[config.mk]
export PLATFORM = sky130hd
export DESIGN_NAME = fetch_stage
export DESIGN_NICKNAME = d
export VERILOG_FILES = /design/src/rtl/fetch_stage.sv
export SDC_FILE = /design/constraint.sdc
export NUM_CORES = 1
export LEC_CHECK = 0
export ABC_AREA = 1
export CORE_UTILIZATION = 35
export DETAILED_ROUTE_END_ITERATION = 10
export PLACE_DENSITY = 0.58
export SLEW_MARGIN = 20
export SYNTH_ARGS = -nofsm -noshare
export SYNTH_HDL_FRONTEND = slang
export SYNTH_SLANG_ARGS = --single-unit
export TNS_END_PERCENT = 1
[constraint.sdc]
create_clock -name clk -period 6.1 [get_ports clk]
set_clock_uncertainty 0.1 [all_clocks]
set_input_delay 1.22 -clock clk [delete_from_list [all_inputs] [get_ports clk]]
set_output_delay 1.22 -clock clk [all_outputs]
set_load 0.05 [all_outputs]
[src/rtl/fetch_stage.sv]
// -----------------------------------------------------------------------------
// fetch_stage
//
// Instruction fetch stage of the in-order pipeline. Owns the program counter,
// issues word requests to instruction memory over a valid/ready channel and
// collects the in-order, variable-latency responses into a small queue that
// feeds the fetch/decode pipeline register. A redirect from execute flushes
// the queue and turns every still-outstanding response into a drop.
//
// Ports
//   clk, reset                 clock, synchronous active-high reset
//   StallFetch                 hold the queue head (hazard unit)
//   ProgramCounterSourceExec   redirect request from execute
//   ProgramCounterTargetExec   redirect target PC
//   InstrMemReqValid/Addr      request channel to instruction memory
//   InstrMemReqReady           memory accepts the request this cycle
//   InstrMemRespValid/Data     in-order response channel
//   InstructionFetch           instruction at queue head (0 when empty)
//   ProgramCounterFetch        PC of queue head (0 when empty)
//   ProgramCounterPlus4Fetch   head PC + 4 (0 when empty)
//   InstructionValidFetch      queue non-empty
// -----------------------------------------------------------------------------
module fetch_stage #(
    parameter logic [31:0] ResetVector = 32'h0000_0000,
    parameter int          QueueDepth  = 2
) (
    input  logic        clk,
    input  logic        reset,
    input  logic        StallFetch,
    input  logic        ProgramCounterSourceExec,
    input  logic [31:0] ProgramCounterTargetExec,
    output logic        InstrMemReqValid,
    output logic [31:0] InstrMemReqAddr,
    input  logic        InstrMemReqReady,
    input  logic        InstrMemRespValid,
    input  logic [31:0] InstrMemRespData,
    output logic [31:0] InstructionFetch,
    output logic [31:0] ProgramCounterFetch,
    output logic [31:0] ProgramCounterPlus4Fetch,
    output logic        InstructionValidFetch
);

    localparam int CW = $clog2(QueueDepth + 1);
    localparam int IW = (QueueDepth > 1) ? $clog2(QueueDepth) : 1;

    // Control state
    logic [31:0]   fetch_pc;
    logic [31:0]   resp_pc;
    logic [CW-1:0] outstanding;
    logic [CW-1:0] drop_cnt;
    logic [CW-1:0] q_count;
    logic [IW-1:0] head_ptr;
    logic [IW-1:0] tail_ptr;

    // Queue storage (data only, never reset; validity comes from q_count)
    logic [31:0]   q_instr [QueueDepth];
    logic [31:0]   q_pc    [QueueDepth];

    logic          redirect;
    logic          accept;
    logic          resp_eff;
    logic          push;
    logic          pop;
    logic [CW:0]   in_use;
    logic [CW-1:0] out_after_resp;

    // Circular pointer advance; depth need not be a power of two.
    function automatic logic [IW-1:0] next_ptr(input logic [IW-1:0] p);
        return (p == IW'(QueueDepth - 1)) ? '0 : p + IW'(1);
    endfunction

    assign redirect = ProgramCounterSourceExec;

    // Credit uses registered occupancy only, so a same-cycle pop or response
    // never creates a combinational path into the request valid.
    assign in_use           = {1'b0, outstanding} + {1'b0, q_count};
    assign InstrMemReqValid = !reset && !redirect && (in_use < (CW+1)'(QueueDepth));
    assign InstrMemReqAddr  = fetch_pc;

    assign accept   = InstrMemReqValid && InstrMemReqReady;
    // A response with nothing outstanding is a protocol violation: ignore it.
    assign resp_eff = InstrMemRespValid && (outstanding != '0);
    assign push     = resp_eff && (drop_cnt == '0) && !redirect;
    assign pop      = (q_count != '0) && !StallFetch && !redirect;

    assign out_after_resp = outstanding - CW'(resp_eff);

    // Head outputs are purely registered state; zero when the queue is empty.
    assign InstructionValidFetch    = (q_count != '0);
    assign InstructionFetch         = InstructionValidFetch ? q_instr[head_ptr] : 32'h0;
    assign ProgramCounterFetch      = InstructionValidFetch ? q_pc[head_ptr]    : 32'h0;
    assign ProgramCounterPlus4Fetch = InstructionValidFetch ? q_pc[head_ptr] + 32'd4 : 32'h0;

    // Control state update
    always_ff @(posedge clk) begin
        if (reset) begin
            fetch_pc    <= ResetVector;
            resp_pc     <= ResetVector;
            outstanding <= '0;
            drop_cnt    <= '0;
            q_count     <= '0;
            head_ptr    <= '0;
            tail_ptr    <= '0;
        end else if (redirect) begin
            // Everything still in flight after this cycle belongs to the
            // squashed path and must be discarded on return.
            fetch_pc    <= ProgramCounterTargetExec;
            resp_pc     <= ProgramCounterTargetExec;
            outstanding <= out_after_resp;
            drop_cnt    <= out_after_resp;
            q_count     <= '0;
            head_ptr    <= '0;
            tail_ptr    <= '0;
        end else begin
            if (accept) begin
                fetch_pc <= fetch_pc + 32'd4;
            end
            outstanding <= out_after_resp + CW'(accept);
            if (resp_eff && (drop_cnt != '0)) begin
                drop_cnt <= drop_cnt - CW'(1);
            end
            if (push) begin
                tail_ptr <= next_ptr(tail_ptr);
                resp_pc  <= resp_pc + 32'd4;
            end
            if (pop) begin
                head_ptr <= next_ptr(head_ptr);
            end
            q_count <= q_count + CW'(push) - CW'(pop);
        end
    end

    // Queue write
    always_ff @(posedge clk) begin
        if (push) begin
            q_instr[tail_ptr] <= InstrMemRespData;
            q_pc[tail_ptr]    <= resp_pc;
        end
    end

endmodule
* After elaboration in Yosys (flattened, before gate mapping)
Memories as Yosys holds them, arrays and structs flattened. A register that Yosys moved wholly into a read port is not among the register bits.
Cells that the tools add are included.
** Storage, ports and cells
- Memory bits (writable) :: 128
- Memories :: 2
- Logic and storage cells :: 59
- Latch bits :: 0
- Memory bits (read-only) :: 0
- Flip-flop bits (word level) :: 72
- Output and inout bits :: 130
** Memory list
- q_instr :: depth 2, width 32, rd ports 1, clocked after Yosys merged registers in 1, wr ports 1, RTL line 56 : logic [31:0] q_instr [QueueDepth];
- q_pc :: depth 2, width 32, rd ports 1, clocked after Yosys merged registers in 1, wr ports 1, RTL line 57 : logic [31:0] q_pc [QueueDepth];
** Operators by class
- Div/mod/pow operators :: 0
- Reductions and logical operators :: 20
- Multiply operators :: 0
- Equality and inequality tests :: 0
- Bitwise logic cells :: 0
- Add/subtract/negate cells :: 11
- Order comparisons :: 1
- Mux-type cells :: 18
- Shifts and indexed selects :: 0
** Operators by type and width (number)
- 2-to-1 mux 32 bit :: 7
- adder 32 x 3 -> 32 bit (second input constant) :: 3
- nonzero test 2 bit :: 6
- logical AND 1 bit :: 9
- 2-to-1 mux 1 bit :: 8
- 2-to-1 mux 2 bit :: 3
- adder 2 x 1 -> 2 bit :: 2
- subtractor 2 x 1 -> 2 bit :: 2
- adder 2 x 2 -> 3 bit :: 1
- logical NOT 1 bit :: 3
- < comparator 3 x 2 -> 1 bit (second input constant) :: 1
- adder 1 bit (second input constant) :: 2
- logical NOT 2 bit :: 1
- OR reduction 2 bit :: 1
- subtractor 2 x 1 -> 2 bit (second input constant) :: 1

* Depth between registers and ports, before layout
Gate-level depths: netlist of the first run.
- Depth after elaboration :: 6
- Gate-level depth with buffers :: 14

* Worst setup path before layout of the first run
No wires, ideal clock.
- Path kind :: input-to-reg
- Start point :: in InstrMemRespValid
- End point :: mem q_instr[1][0], enable pin
- Arrival time :: 4.471 ns
- Path buffers :: 0
- Library setup time :: 0.486 ns
- Stages :: 5
- Setup slack :: 1.043 ns
- Cell sequence :: o21a_1 nand2_2 nor2_1 inv_1 nor2_1
** On the way
- Longest elaborated chain between the ends :: 5
** RTL lines
- from (decl) :: RTL line 35 : input logic InstrMemRespValid,
- logical AND 1 bit :: RTL line 82 : assign resp_eff = InstrMemRespValid && (outstanding != '0);
- logical AND 1 bit (2 in series) :: RTL line 83 : assign push = resp_eff && (drop_cnt == '0) && !redirect;
- 2-to-1 mux 1 bit :: RTL line 135 : if (push) begin
- 2-to-1 mux 1 bit (not written as such) :: RTL line 136 : q_instr[tail_ptr] <= InstrMemRespData;
- to (decl) :: RTL line 56
Every way passes these cells.

==> impl_metrics.ini, run 1 <==
[finish]
drive_gt1_share_pct = 6.150
nNetsFinal = 1688
areaGrowthSynthToFinish_pct = 27.67
diodes = 0

[sta]
tightestPinTransition_ns = 0.9442
slew_viol_final = 0
slew_headroom_pct = 36.99
rsz0062_at_grt = false
period_share_pct = 80.25
finalSetupViolCount = 0
whs_ns = 0.3525
tns_ns = 0
period_minus_slack_ns = 4.895
fmax_mhz = 204.3
hold_viol = 0

[critical_path]
crit_fanout = 40
cp.arrival_ns = 3.58
rr_endpoint = outstanding[1]
worst_r2r_path_depth = 10
crit_required_ns = 4.78
rr_startpoint = q_count[0]
reg2reg_slack_ns = 3.21
cp-start-kind = register
endpoint_kind = output pin
path_class = register to output pin

[hold_path]
whs_endpoint = q_pc[0][0]
hold-path-cell-count = 0
hold_path.class = register to register
hold_start = resp_pc[0]

[logic_synthesis]
synth_enable_flop_cells = 128
synthArstFlopShare_pct = 0
synth-simple-area-share_pct = 31.31
synth_top_family_by_area = simple AND/OR/NAND/NOR gates
synth_xor_area_share_pct = 0.8923
synthAdderAreaFrac_pct = 1.113
avgSynthCellArea_um2 = 7.561
ys_top_cells_by_count = nand2_1 (479), nor2_1 (179), inv_1 (142)
synth_mux_area_share_pct = 0
synth_cells = 1428
synth-main-ff-cell = edfxtp_1
synth_compound_area_share_pct = 9.804
syn_nets = 1507
yosys_warnings = 0
synth_cell_types = 42
syn_area_um2 = 10800
synth_seq_cells = 201
yosys.area.top_type_share_pct = 35.60
yosysTopAreaCell = edfxtp_1
synth.most_common_cell = nand2_1
yosysSeqAreaShare_pct = 49.14
ys_top_cells_by_area = edfxtp_1 (36%), nand2_1 (17%), dfxtp_1 (14%)

[detailed_routing]
drc_errors = 0
vias = 9670
wl_per_cell_um = 15.14
ant_nets = 0
vias_per_cell = 4.797
first_iter_violations = 662
drt_wl_total_um = 30520
drt_pre_antenna_iters = 5

[grt]
grt_usage_pct = 18.99
grt-ovfl-total = 0
grt_pass1_wl_um = 47260
grt_max_degree = 69
grt_pass1_vias = 8793
antenna_found_initial = 0

[job]
drv_cap = 0

[place]
gp_congestion = 0.8701
hpwl_um = 22130
portBuffers = 199

[power_and_ir_drop]
ir_worst_vdd_mv = 0.2000
p_leak_nw = 5.171
power_density_nw_per_um2 = 270.3

[clocking]
worstSkewPairLatency_ns = 0.51
cts.repair.resized = 0
cts_buffers = 23
h-tree-depth = 1
cts-hold-fix-buffers = 0
cts_setup_buffers = 0
clk_pin_slew_ns = 0.06
cts_tree = built
clockRootBuffer = clkbuf_16
cts_buffer_depth = 3
clock_sinks = 201

[floorplanning]
dieArea_um2 = 31550
die_h_um = 177.6
rows = 63
io_pins = 200
start_util_pct = 36.04
die_w_um = 177.6
core_area_um2 = 29950

[status]
status = completed
[cells by family after synthesis]
kind of cell | count (synthesis)
DFF | 201
AOI/OAI and AO/OA | 199
adders and majority gates | 9
and+or+nand+nor | 814
buffers and inverters | 194
xor gates and xnor gates | 11
[stage by stage]
stage | cell area, um^2 | cells | setup slack, ns | util [%] | total power [mW]
after floorplan | 10800 | 1428 | 1.043 | - | 2.197
after global placement | 13080 | 1974 | 1.720 | 43.66 | 2.474
after detailed placement | 13080 | 1974 | 1.727 | 43.66 | 2.480
after CTS | 13780 | 2016 | 1.179 | 46.02 | 3.759
after global routing | 13780 | 2016 | 0.8951 | 46.02 | 3.899
final | 13780 | 2016 | 1.205 | 46.02 | 3.726
[worst max-delay path, cell delays in order (launching register included)]
cell and delay (ns):
dfxtp_2 0.86, o21ai_2 0.21, inv_1 0.14, ha_1 0.17
inv_1 0.09, nor2_2 0.18, nand2_1 0.13, nor2_1 0.18
nor2_1 0.07, a211oi_1 0.19, clkdlybuf4s50_1 0.85
[sequential cells by signal, summed over array words and instances, names as in the netlist, named ones only]
register / flops
q_instr: 64
q_pc: 64
InstrMemReqAddr: 32
resp_pc: 32
drop_cnt: 2
outstanding: 2
q_count: 2
head_ptr: 1
tail_ptr: 1
[worst max-delay path by stage]
stage	slack [ns]	start	endpoint	cells after the start
floorplan	1.04	InstrMemRespValid	q_instr[1][0]	5
global placement	1.72	register	ProgramCounterPlus4Fetch[8]	10
CTS	1.18	register	ProgramCounterPlus4Fetch[8]	10
detailed placement	1.73	register	ProgramCounterPlus4Fetch[8]	10
finish	1.20	register	ProgramCounterPlus4Fetch[8]	10
global route	0.90	register	ProgramCounterPlus4Fetch[8]	10
[layer usage]
layer  wire (um)  vias to the layer above  GRT usage [%]
met5           0                        -              0
met4         385                        0          4.060
met2       13520                      314          30.42
met1       14790                     4348          27.35
li1            -                     4980              -
met3        1826                       28          2.292
[layout make-up]
cell class / count / area (um^2)
fill: 2943 / 16170
sequential: 201 / 5306
clock inverter: 11 / 70.07
tap: 390 / 488.0
timing repair buffer: 207 / 2069
multi-input combinational: 1033 / 4671
inverter: 143 / 544.3
clock buffer: 31 / 635.6
[cell usage in the layout (no fill, tap or decap), drive strengths merged]
cell and instances:
a211oi 2, a21o 1, a21oi 109, a31oi 12, and2 1, buf 10, clkbuf 31, clkdlybuf4s50 197
clkinv 8, clkinvlp 2, dfxtp 73, edfxtp 128, fa 1, ha 8, inv 144, nand2 504
nand3 81, nand3b 7, nand4 10, nor2 199, nor3 7, nor3b 1, o211ai 1, o21a 2
o21ai 60, o21bai 3, o22ai 4, o31ai 5, or2 4, xnor2 2, xor2 9
[power breakdown]
group / internal, mW / leakage, nW / switching [mW]
clock: 0.735 / 0.343 / 0.538
combinational: 0.245 / 3.06 / 0.539
sequential: 1.58 / 1.77 / 0.0914
total: 2.56 / 5.17 / 1.17
(Power assumes the default switching activity.)
==> run 2: changes to the inputs <==
--- a/config.mk
+++ b/config.mk
@@ -8,7 +8,7 @@
 export ABC_AREA = 1
 export CORE_UTILIZATION = 35
 export DETAILED_ROUTE_END_ITERATION = 10
-export PLACE_DENSITY = 0.58
+export PLACE_DENSITY = 0.6
 export SLEW_MARGIN = 20
 export SYNTH_ARGS = -nofsm -noshare
 export SYNTH_HDL_FRONTEND = slang
==> constraint.sdc (replaced) <==
create_clock -name clk -period 4.3 [get_ports clk]
set_clock_uncertainty 0.1 [all_clocks]
set_input_delay 0.86 -clock clk [delete_from_list [all_inputs] [get_ports clk]]
set_output_delay 0.86 -clock clk [all_outputs]
set_load 0.05 [all_outputs]
==> impl_metrics.ini, run 2 (synthesis gave the netlist of run 1 again) <==
[finish]
layout_commonest_cell = nand2_1
nNetsFinal = 1690
utilization_pct = 46.32
diodes = 0
instances_no_fill = 2018
areaGrowthSynthToFinish_pct = 28.52
largestRegisters = q_instr x64, q_pc x64
drive_gt1_share_pct = 6.695
final_cell_mix = nand2_1 (479), nor2_1 (177), clkdlybuf4s50_1 (176), inv_1 (141), edfxtp_1 (128)

[critical_path]
reg2reg_slack_ns = 1.54
critPathTopFamily = buffers and inverters
cp-start-kind = register
path_buf_inv = 2
crit_fanout = 68
path_common_cell = nand2_1
endpoint_kind = output pin
path_cells = inv_12, nand2_1, nand2_1, nand2_1, nor2_1, nand2_1, nor2_2, xor2_1, nor2_1, clkdlybuf4s50_1
rr_startpoint = q_count[0]
path_class = register to output pin
worst_r2r_path_depth = 11
crit_required_ns = 3.34
cp.arrival_ns = 3.06
rr_endpoint = InstrMemReqAddr[12]
slowest_stage = clkdlybuf4s50_1
crit_path_max_incr_delay_ns = 0.81

[sta]
tightestPinTransition_ns = 0.8042
slew_headroom_pct = 46.33
hold_viol = 0
fmax_mhz = 249.0
slew_viol_final = 0
period_share_pct = 93.41
whs_ns = 0.3627
finalSetupViolCount = 0
tns_ns = 0
rsz0062_at_grt = false
period_minus_slack_ns = 4.016

[status]
status = completed

[detailed_routing]
drc_errors = 0
first_iter_violations = 695
drt_pre_antenna_iters = 5
vias_per_cell = 4.886
drt_wl_total_um = 30660
wl_per_cell_um = 15.19
ant_nets = 0
vias = 9859

[floorplanning]
die_h_um = 177.6
dieArea_um2 = 31550
rows = 63
die_w_um = 177.6
start_util_pct = 36.04
io_pins = 200
core_area_um2 = 29950

[clocking]
cts-hold-fix-buffers = 0
clockRootBuffer = clkbuf_16
cts_buffer_depth = 3
worstSkewPairLatency_ns = 0.51
cts_tree = built
clock_sinks = 201
clk_pin_slew_ns = 0.06
cts_buffers = 23
h-tree-depth = 1

[grt]
grt_pass1_vias = 9053
met2_usage_pct = 30.22
use_met1_pct = 27.88
grt-ovfl-total = 0
grt_max_degree = 69
antenna_found_initial = 0
grt_pass1_wl_um = 48110
busiest_layer = met2
grt_usage_pct = 19.27
grt_util_met3_pct = 2.356

[place]
dp_cells = 1976
portBuffers = 199
hpwl_um = 22120
gp_congestion = 0.9299

[hold_path]
hold_start = resp_pc[1]
whs_endpoint = q_pc[1][1]
hold-path-cell-count = 0
hold_path.class = register to register

[job]
drv_cap = 0

[power_and_ir_drop]
ir_worst_vdd_mv = 0.2518
power_mw = 5.392
power_density_nw_per_um2 = 388.6
p_leak_nw = 5.508
## run 2: area by class of cell
type / instances / area, um^2
sequential: 201 / 5309
timing repair buffer: 209 / 2121
multi-input combinational: 1033 / 4671
fill: 2955 / 16080
tap: 390 / 488.0
inverter: 143 / 549.3
clock buffer: 26 / 606.8
clock inverter: 16 / 131.4
## run 2: power by group
part           internal, mW  total, mW  switching (mW)
Sequential             2.24       2.37           0.130
Clock                  1.13       1.91           0.774
Combinational         0.356       1.12           0.761
Total                  3.73       5.39            1.67
## run 2: worst reg2reg max path, stage by stage, from the launching register on
cell and delay (ns):
dfxtp_1 0.40, nand2_1 0.07, inv_1 0.07, fa_1 0.43, nor2_1 0.18, nand3_2 0.22, nand2_1 0.51, inv_1 0.36
nand2_1 0.13, nand2_1 0.05, inv_1 0.06, a21oi_1 0.05
## run 2: routing by layer
metal / part of all wire, % / wire length (um)
met4: 1.9 / 597
met3: 6.4 / 1968
met2: 44 / 13370
met1: 48 / 14720
met5: 0 / 0
## run 2: worst max-delay path by stage
stage                 startpoint                           end  slack (ns)  cells after the start
6_report                register  ProgramCounterPlus4Fetch[11]        0.28                     10
5_1_grt                 register   ProgramCounterPlus4Fetch[9]        0.04                      8
4_1_cts                 register  ProgramCounterPlus4Fetch[30]        0.02                     12
3_5_place_dp            register  ProgramCounterPlus4Fetch[30]        0.32                     12
3_3_place_gp            register  ProgramCounterPlus4Fetch[17]        0.36                     10
2_1_floorplan  InstrMemRespValid                 q_instr[1][0]        0.67                      5
## run 2: timing repair
action                                  in CTS  in global routing
resized for setup                            3                 15
setup buffers                                0                  0
endpoints found under the setup margin      21                 15
## run 2: stage by stage
stage / setup WS (ns) / cell area [um^2]
after floorplan: 0.6740 / 10800
after global placement: 0.3571 / 13090
after detailed placement: 0.3177 / 13090
after CTS: 0.02218 / 13840
after global routing: 0.03769 / 13880
final: 0.2835 / 13880
